File: config.mk
export PLATFORM = sky130hd
export DESIGN_NAME = pipe_stage_reg
export DESIGN_NICKNAME = d
export VERILOG_FILES = /design/src/rtl/pipe_pkg.sv /design/src/rtl/sat_counter.sv /design/src/rtl/pipe_stage_reg.sv
export SDC_FILE = /design/constraint.sdc
export NUM_CORES = 1
export LEC_CHECK = 0
export BUFFER_PORTS_ARGS = -buffer_cell sky130_fd_sc_hd__clkbuf_2
export CAP_MARGIN = 20
export CORE_UTILIZATION = 25
export CTS_CLUSTER_SIZE = 20
export DETAILED_ROUTE_END_ITERATION = 10
export PLACE_DENSITY = 0.48
export SYNTH_ARGS = -nofsm -noshare
export SYNTH_HDL_FRONTEND = slang
export SYNTH_SLANG_ARGS = --single-unit
export TNS_END_PERCENT = 100
File: constraint.sdc
create_clock -name clk_I -period 2.2 [get_ports clk_I]
set_input_delay 0.33 -clock clk_I [delete_from_list [all_inputs] [get_ports clk_I]]
set_output_delay 0.33 -clock clk_I [all_outputs]
set_load 0.005 [all_outputs]
File: src/rtl/pipe_pkg.sv
// pipe_pkg: shared pipeline stage types and payload constants
package pipe_pkg;
  typedef enum logic [1:0] {EMPTY = 2'd0, FULL = 2'd1, SKID = 2'd2} stage_state_t;
  localparam int PC_W = 32;
  localparam int INSTR_W = 32;
  localparam int IF_ID_W = PC_W + INSTR_W + PC_W;
  localparam logic [INSTR_W-1:0] NOP_INSTR = 32'h00000013;
endpackage

File: src/rtl/sat_counter.sv
// sat_counter: saturating event counter with clear priority over increment
module sat_counter #(
  parameter int CNT_W = 16
) (
  input  logic             clk_I,
  input  logic             reset_I,
  input  logic             inc,
  input  logic             clr,
  output logic [CNT_W-1:0] count
);
  // count up on inc, stick at all-ones, clr wins
  always_ff @(posedge clk_I)
    count <= reset_I | clr ? '0 : inc & ~&count ? count + 1'b1 : count;
endmodule

File: src/rtl/pipe_stage_reg.sv
// pipe_stage_reg: valid/ready pipeline register with flush, optional skid entry and stall counter
module pipe_stage_reg
  import pipe_pkg::*;
#(
  parameter int DATA_W  = IF_ID_W,
  parameter bit SKID_EN = 1'b1,
  parameter int CNT_W   = 16
) (
  input  logic              clk_I,
  input  logic              reset_I,
  input  logic [DATA_W-1:0] data_I,
  input  logic              valid_I,
  output logic              ready_O,
  output logic [DATA_W-1:0] data_O,
  output logic              valid_O,
  input  logic              ready_I,
  input  logic              flush_I,
  input  logic              cnt_clr_I,
  output logic [1:0]        occupancy_O,
  output logic [CNT_W-1:0]  stall_cnt_O
);
  stage_state_t state, state_n;
  logic [DATA_W-1:0] main_q, skid_q;
  logic in_fire, out_fire, ld_in, ld_skid, ld_pop;
  assign valid_O = state != EMPTY;
  assign ready_O = SKID_EN ? state != SKID : !valid_O | ready_I;
  assign in_fire = valid_I & ready_O;
  assign out_fire = valid_O & ready_I;
  assign data_O = main_q;
  assign occupancy_O = state;
  // next state and register load enables; flush drops validity and discards any incoming payload
  always_comb begin
    ld_in = !flush_I & in_fire & (state == EMPTY | state == FULL & out_fire);
    ld_skid = SKID_EN & !flush_I & in_fire & state == FULL & !out_fire;
    ld_pop = !flush_I & out_fire & state == SKID;
    state_n = flush_I ? EMPTY
            : state == EMPTY ? (in_fire ? FULL : EMPTY)
            : state == FULL ? (ld_skid ? SKID : !in_fire & out_fire ? EMPTY : FULL)
            : out_fire ? FULL : SKID;
  end
  // state and payload registers
  always_ff @(posedge clk_I) begin
    state <= reset_I ? EMPTY : state_n;
    main_q <= reset_I ? '0 : ld_in ? data_I : ld_pop ? skid_q : main_q;
    skid_q <= reset_I ? '0 : ld_skid ? data_I : skid_q;
  end
  sat_counter #(.CNT_W(CNT_W)) u_stall (
    .clk_I  (clk_I),
    .reset_I(reset_I),
    .inc    (valid_O & !ready_I),
    .clr    (cnt_clr_I),
    .count  (stall_cnt_O)
  );
  a_hold: assert property (@(posedge clk_I) disable iff (reset_I) valid_O & !ready_I |=> $stable(data_O));
endmodule

After elaboration in Yosys (flattened, before gate mapping)
Cells that the tools add are included.
Storage, ports and cells
  output and inout bits: 116
  input port bits: 102
  register bits: 210
  logic and storage cells: 40
Cells by class
  add/subtract/negate cells: 1
  reduce and logical (&&, ||, !) cells: 10
  bitwise gates (word level): 14
  equality and inequality tests: 3
  muxes and demuxes: 8
Operator list (count)
  two-way mux 96 bit: 2
  adder 16 x 1 -> 16 bit (second input constant): 1
  AND reduction 16 bit: 1
  bitwise AND 1 bit: 12
  two-way mux 2 bit: 4
  logical NOT 1 bit: 5
  nonzero test 2 bit: 2
  == test 2 x 1 -> 1 bit (second input constant): 1
  == test 2 bit (second input constant): 1
  logical NOT 2 bit: 1
  two-way mux 1 bit: 2
  inequality test 2 bit (second input constant): 1
  OR 1 bit: 2
  OR reduction 2 bit: 1

Logic depth before layout (Yosys ltp)
Gate-level depths: netlist of the first run.
  word-level depth: 8
  depth in mapped cells: 8
  depth with buffers taken out: 5

Hierarchy
A second synthesis of the first run with hierarchy kept.
Unflattened totals
  cells, all modules: 1095
  area total of the unflattened synthesis: 9059.9 um^2
Modules (own cells, without submodules)
  pipe_stage_reg: cells each 1003, times used 1, sequential area each 3883.7 um^2, area an instance 8245.4 um^2
  sat_counter: cells each 92, times used 1, sequential area each 320.3 um^2, area an instance 814.5 um^2

Worst setup path before layout of the first run
Ideal clock, no wire load.
  kind: reg2reg
  from: register state[0], in the netlist occupancy_O[0]
  to: register skid_q[55]
  slack: 0.458 ns
  arrival: 1.610 ns
  buffers on the path: 4
  setup time: 0.132 ns
  clock period less this slack: 1.742 ns
  data required time: 2.068 ns
  stages on the path, launching flop included: 9
  path through: dfxtp_1 > buf_2 > nand2_1 > or4_1 > clkbuf_1 > buf_2 > clkbuf_1 > nand2_1 > a21oi_1
On the way
  word-level cells in the longest chain between the ends: 5
  elaborated cells on any way between the ends: 9
  classes of those cells: eq/ne (2); bitwise (5); reduce/logical (2)
Ends and longest elaborated chain
  from (decl): line pipe_stage_reg.sv:22  | stage_state_t state, state_n;
  from (signal assigned): line pipe_stage_reg.sv:43  | state <= reset_I ? EMPTY : state_n;
  inequality test 2 bit: line pipe_stage_reg.sv:26  | assign ready_O = SKID_EN ? state != SKID : !valid_O | ready_I;
  bitwise AND 1 bit: line pipe_stage_reg.sv:27  | assign in_fire = valid_I & ready_O;
  bitwise AND 1 bit (2 in series): line pipe_stage_reg.sv:34  | ld_skid = SKID_EN & !flush_I & in_fire & state == FULL & !out_fire;
  bitwise AND 1 bit (*): line pipe_stage_reg.sv:34
  to (signal assigned): line pipe_stage_reg.sv:45  | skid_q <= reset_I ? '0 : ld_skid ? data_I : skid_q;
  to (decl): line pipe_stage_reg.sv:23  | logic [DATA_W-1:0] main_q, skid_q;
Every way passes the cells marked *; elsewhere a longest branch is shown, timed or not.
A chain may end at the register's enable or synchronous reset.

Final worst setup path of the first run
  from: register state[0], in the netlist occupancy_O[0]
  to: register u_stall.count[11]
On the way
  word-level cells in the longest chain between the ends: 3
Ends and longest elaborated chain
  nonzero test 2 bit: line pipe_stage_reg.sv:25  | assign valid_O = state != EMPTY;
  bitwise AND 1 bit: line pipe_stage_reg.sv:50  | .inc (valid_O & !ready_I),
  bitwise AND 1 bit: line sat_counter.sv:13  | count <= reset_I | clr ? '0 : inc & ~&count ? count + 1'b1 : count;
  to (signal assigned): line sat_counter.sv:13
  to (decl): line sat_counter.sv:9  | output logic [CNT_W-1:0] count
Every way passes these cells.

==> results of run 1 <==
## layout make-up
cell class / instances / area share (%)
repair buffers: 234 / 12.3
flip-flops and latches: 210 / 38.5
clock inverters: 5 / 0.722
inverters: 1 / 0.0344
clock buffers: 42 / 7.34
well taps: 448 / 5.13
multi-input cells: 677 / 36.0
## how the worst max path moves through the flow
stage,to,slack (ns),depth (start not counted)
finish,u_stall.count[11]$_SDFFE_PP0P_,0.35,4
global route,u_stall.count[14]$_SDFFE_PP0P_,0.18,5
CTS,valid_O,0.31,3
detailed placement,u_stall.count[11]$_SDFFE_PP0P_,0.29,5
global placement,u_stall.count[11]$_SDFFE_PP0P_,0.30,5
floorplan,skid_q[55]$_SDFFE_PP0P_,0.46,8
## registers in the layout, summed over array words and instances (netlist names)
register / count
skid_q: 96
u_stall.count: 16
occupancy_O: 2
data_O: 96
## cell usage in the layout (no fill, tap or decap), types with 9 or more instances in the layout
cell type  instances
a21oi_1          108
buf_12            10
mux2i_1           98
nand2_1          199
clkbuf_16         27
clkbuf_2         216
o21ai_0            9
nor2_1           104
a211oi_1          97
dfxtp_1          210
## metal layers
metal	part of all wire [%]	up-vias	wire length (µm)
met5	0	-	0
met4	2.5	0	603
met3	6.2	31	1500
met2	47	159	11400
met1	44	3423	10600
li1	-	3748	-
## worst register-to-register path, cell delays in order (launching register included)
cell and delay (ns):
dfxtp_1 0.54, o21bai_4 0.14, or4_4 0.59, or3_1 0.36, a21oi_1 0.16
## power groups by stage
stage,clock network (µW),registers (µW),logic [µW]
4_1_cts,4540,4020,672
3_5_place_dp,0,4100,668
3_3_place_gp,0,4100,662
2_1_floorplan,0,4100,317
6_report,4370,4020,659
5_1_grt,4680,4040,742
## metrics by stage
stage | hold slack (ns) | worst slack, ns | instance area, µm²
finish | 0.0352 | 0.348 | 10900
global route | 0.0187 | 0.175 | 10900
CTS | 0.00204 | 0.310 | 10900
detailed placement | 0.447 | 0.289 | 10000
global placement | 0.443 | 0.298 | 10000
floorplan | 0.407 | 0.458 | 8480
## logic make-up after synthesis
| kind of cell | after synthesis |
|---|---|
| AO/OA/AOI/OAI | 227 |
| adder cells (fa/ha/maj) | 1 |
| buffers and inverters | 81 |
| flip-flops | 210 |
| multiplexers | 98 |
| AND/OR/NAND/NOR | 351 |
==> reports/results.ini, run 1 <==
[status]
outcome=finished clean

[min_path]
min_to=skid_q[20]$_SDFFE_PP0P_
holdPathStages=3
min_path_type=in2reg
holdCritStartpoint=data_I[20]

[grt]
grt_pass1_wl_um=37400
busiest_layer=met2
antenna_found_initial=0
grtUsageTotal_pct=13.4
met1_usage_pct=17.2
grt_use_met3_pct=3.23
grt_overflow=0
grt.met2_usage_pct=22.2
grt_pass1_vias=6851
grt_start_max_net_pins=101

[synthesis]
synth_edf_count=0
synth_xor_xnor_area_share_pct=0
ys_async_sr_fraction_pct=0
synth_area_mm2=0.00848
synthTopCellsByArea=dfxtp_1, mux2i_1, nand2_1
synth_top_area_share_pct=49.6
ys_warn_count=0
ys_seq_elements=210
synth-compound-area-share_pct=16.9
synth_seq_area_share_pct=49.6
synth_simple_gate_area_share_pct=17.4
synth.avg_cell_area_um2=8.76
synth_most_common_cell=dfxtp_1
ys.flop_type=dfxtp_1
synth_cell_types=41
syn_inst=968
synth_nets=1071
yosys-top-cells-count=dfxtp_1, nand2_1, a21oi_1
synth_top_family_by_area=simple AND/OR/NAND/NOR gates
synthMuxAreaShare_pct=11.6
synth_top_area_cell=dfxtp_1
synth_fa_ha_area_share_pct=0.148

[critical_path]
crit_family=simple AND/OR/NAND/NOR gates
worst-path-max-fanout=9
worst_path_max_delay_cell=or4_4
crit_type=reg2reg
worst_setup_path_start_kind=register
end_kind=register
crit_buf_inv=0
reg2reg_depth=4
timing.rr.start=occupancy_O[0]$_SDFF_PP0_
cp.required_ns=2.65
cp.arrival_ns=2.31
startpoint=occupancy_O[0]$_SDFF_PP0_
r2r_slack_ns=0.35
crit_chain=o21bai_4 -> or4_4 -> or3_1 -> a21oi_1
r2r-end=u_stall.count[11]$_SDFFE_PP0P_
slowest_delay_ns=0.59

[power_and_ir_drop]
intPower_uw=6950
p_per_area_mw_per_mm2=829
pwr-share-clk_pct=48.3
p_sw_share_pct=23.2
total_power_uw=9050
comb_power_share_pct=7.3
irDropWorstVdd_v=0.000552
p_leak_uw=0.00398
p_seq_share_pct=44.4
p_switching_uw=2100

[route]
wirelength_um=24100
drt-vias-per-instance=4.55
drtPass1Iterations=6
post_drt_wl_per_cell_um=14.9
ant_nets=0
num_vias=7361
drt_iter0_markers=343
post-route-drc-count=0

[finish]
utilization_pct=32.7
regArea_mm2=0.00420
synthToLayoutAreaGrowth_pct=28.8
post_layout_nonfiller_instances=1617
num_antenna_cells=0
layout.nets=1253
multiInputGateArea_mm2=0.00393
num-fill-cells=3564
drive_gt1_share_pct=24.5

[sta]
final.min_clock_period_ns=1.85
worst_pin_slew_ns=0.610
post-route-period-util_pct=84.2
fin_setup_tns_ns=0
fmax_mhz=540
rsz0062_at_grt=no
worst_clock_skew_ns=0.00943
finalSetupViolations=0
relSlewSlack_pct=59.2
slew_violations=0
hold_violations=0

[clocking]
postCtsHoldBufs=0
clockRootBuffer=clkbuf_16
post-cts-setup-buffer-count=0
cts_resized=0
cts_tree=done
numCtsBuffers=26
clk_path_buf_depth=3
worstSkewPairLatency_ns=0.52
clkTransAtPathRegs_ns=0.06
clock_sinks=210
cts.htree.levels=1

[floorplan]
dieArea_mm2=0.0347
core_mm2=0.0334
fp.dieW_um=186
initial_core_util_pct=25.4
num_io_pins=218
rows=67
die_h_um=186

[job]
maxCapViolations=0

[placed_design]
place_congestion=0.765
dp_cells=1570
hpwl_um=15100
portBuffers=217

(Power assumes the default switching activity.)
==> run 2: changes to the inputs <==
--- a/config.mk
+++ b/config.mk
@@ -10,7 +10,7 @@
 export CORE_UTILIZATION = 25
 export CTS_CLUSTER_SIZE = 20
 export DETAILED_ROUTE_END_ITERATION = 10
-export PLACE_DENSITY = 0.48
+export PLACE_DENSITY = 0.49
 export SYNTH_ARGS = -nofsm -noshare
 export SYNTH_HDL_FRONTEND = slang
 export SYNTH_SLANG_ARGS = --single-unit
==> constraint.sdc (replaced) <==
create_clock -name clk_I -period 1.6 [get_ports clk_I]
set_input_delay 0.24 -clock clk_I [delete_from_list [all_inputs] [get_ports clk_I]]
set_output_delay 0.24 -clock clk_I [all_outputs]
set_load 0.005 [all_outputs]
==> reports/results.ini, run 2 (same netlist as run 1, synthesis figures left out) <==
[status]
outcome=complete, but fails checks
violations=negative setup slack

[finish]
layout.nets=1422
synthToLayoutAreaGrowth_pct=53.0
num-fill-cells=3388
layout_common_cells=clkbuf_2, nand2_1, dfxtp_1, nor2_1, dlygate4sd3_1
utilization_pct=38.8
final_common_cell=clkbuf_2
drive_gt1_share_pct=31.4

[clocking]
clk_path_buf_depth=3
cts_tree=done
clkTransAtPathRegs_ns=0.06
cts.htree.levels=1
worstSkewPairLatency_ns=0.52
clockRootBuffer=clkbuf_16
numCtsBuffers=24
clock_sinks=210

[power_and_ir_drop]
total_power_uw=11900
comb_power_share_pct=10.3
p_per_area_mw_per_mm2=921
intPower_uw=9090
irDropWorstVdd_v=0.000608
p_sw_share_pct=23.9
p_seq_share_pct=46.3
p_switching_uw=2850
pwr-share-clk_pct=43.4
p_leak_uw=0.00486

[floorplan]
fp.dieW_um=186
core_mm2=0.0334
die_h_um=186
num_io_pins=218
dieArea_mm2=0.0347
initial_core_util_pct=25.4
rows=67

[sta]
fmax_mhz=609
final.min_clock_period_ns=1.64
hold_violations=0
fin_setup_tns_ns=-0.256
worst_pin_slew_ns=0.520
worst_clock_skew_ns=0.0155
rsz0062_at_grt=yes
post-route-period-util_pct=103
worst_slack_ns=-0.0419
relSlewSlack_pct=65.3
finalSetupViolations=23
slew_violations=0

[grt]
grt_pass1_wl_um=39400
grt_overflow=0
grt_use_met3_pct=3.54
busiest_layer=met2
met1_usage_pct=18.2
grt.met2_usage_pct=22.7
antenna_found_initial=1
grt_start_max_net_pins=99
grt_pass1_vias=7742
grtUsageTotal_pct=13.9

[route]
num_vias=8120
post-route-drc-count=0
post_drt_wl_per_cell_um=14.8
ant_nets=0
wirelength_um=26400
drt_iter0_markers=348
drt-vias-per-instance=4.56
drtPass1Iterations=4

[placed_design]
place_congestion=0.747
portBuffers=217
hpwl_um=16500

[critical_path]
cp.required_ns=1.98
end_kind=register
cp.arrival_ns=2.03
worst_setup_path_start_kind=register
worst-path-max-fanout=7
crit_type=reg2reg

[job]
maxCapViolations=0

[min_path]
min_path_type=in2reg

-- run 2: final cells by class --
type	count	area, µm²	area share [%]
multi-input combinational	677	4160	32.0
clock inverter	1	5.00	0.0386
tap	448	561	4.32
timing repair buffer	405	3300	25.4
antenna	1	2.50	0.0193
clock buffer	39	718	5.53
sequential	210	4230	32.6
inverter	1	3.75	0.0289
-- run 2: metal layers --
metal	wire [µm]	part of all wire, %
met5	0	0
met4	430	1.6
met3	1710	6.5
met2	11900	45
met1	12400	47
-- run 2: final timing paths --
| check | start | end | slack (ns) | depth (start not counted) |
|---|---|---|---|---|
| setup / recovery | occupancy_O[0]$_SDFF_PP0_ | data_O[56]$_SDFFE_PP0P_ | -0.04 | 7 |
| hold / removal | flush_I | occupancy_O[1]$_SDFF_PP0_ | 0.03 | 2 |
| setup reg to reg | occupancy_O[0]$_SDFF_PP0_ | data_O[56]$_SDFFE_PP0P_ | -0.04 | 7 |
| hold reg to reg | skid_q[28]$_SDFFE_PP0P_ | skid_q[28]$_SDFFE_PP0P_ | 0.45 | 2 |
-- run 2: repair_timing --
item,CTS,global route
pin swaps,5,40
buffers inserted,3,7
hold buffers,97,0
endpoints found under the setup margin,77,199
cloned,0,11
hold endpoints to repair,185,0
resized for setup,17,74
-- run 2: power groups by stage --
stage               combinational [µW]  clock (µW)  sequential (µW)
detailed placement                 988           0             5640
global placement                   980           0             5640
global route                      1350        5600             5550
CTS                               1190        5380             5530
floorplan                          440           0             5640
finish                            1230        5190             5530
-- run 2: worst max-delay path, stage by stage (launching register included) --
cell and delay [ns]:
dfxtp_4 0.36, nand2b_4 0.15, nor3b_4 0.23, buf_12 0.16, buf_12 0.14, buf_12 0.14, mux2i_2 0.23, a211oi_2 0.09
-- run 2: per-stage QoR --
stage	hold slack, ns	instances	setup slack [ns]	cell area, µm²
after floorplan	0.311	968	-0.00113	8560
after global placement	0.442	1623	-0.0645	10600
after detailed placement	0.448	1623	-0.0643	10600
after CTS	0.00637	1763	-0.0269	12400
after global routing	0.0142	1781	-0.0941	13000
final	0.0271	1782	-0.0419	13000
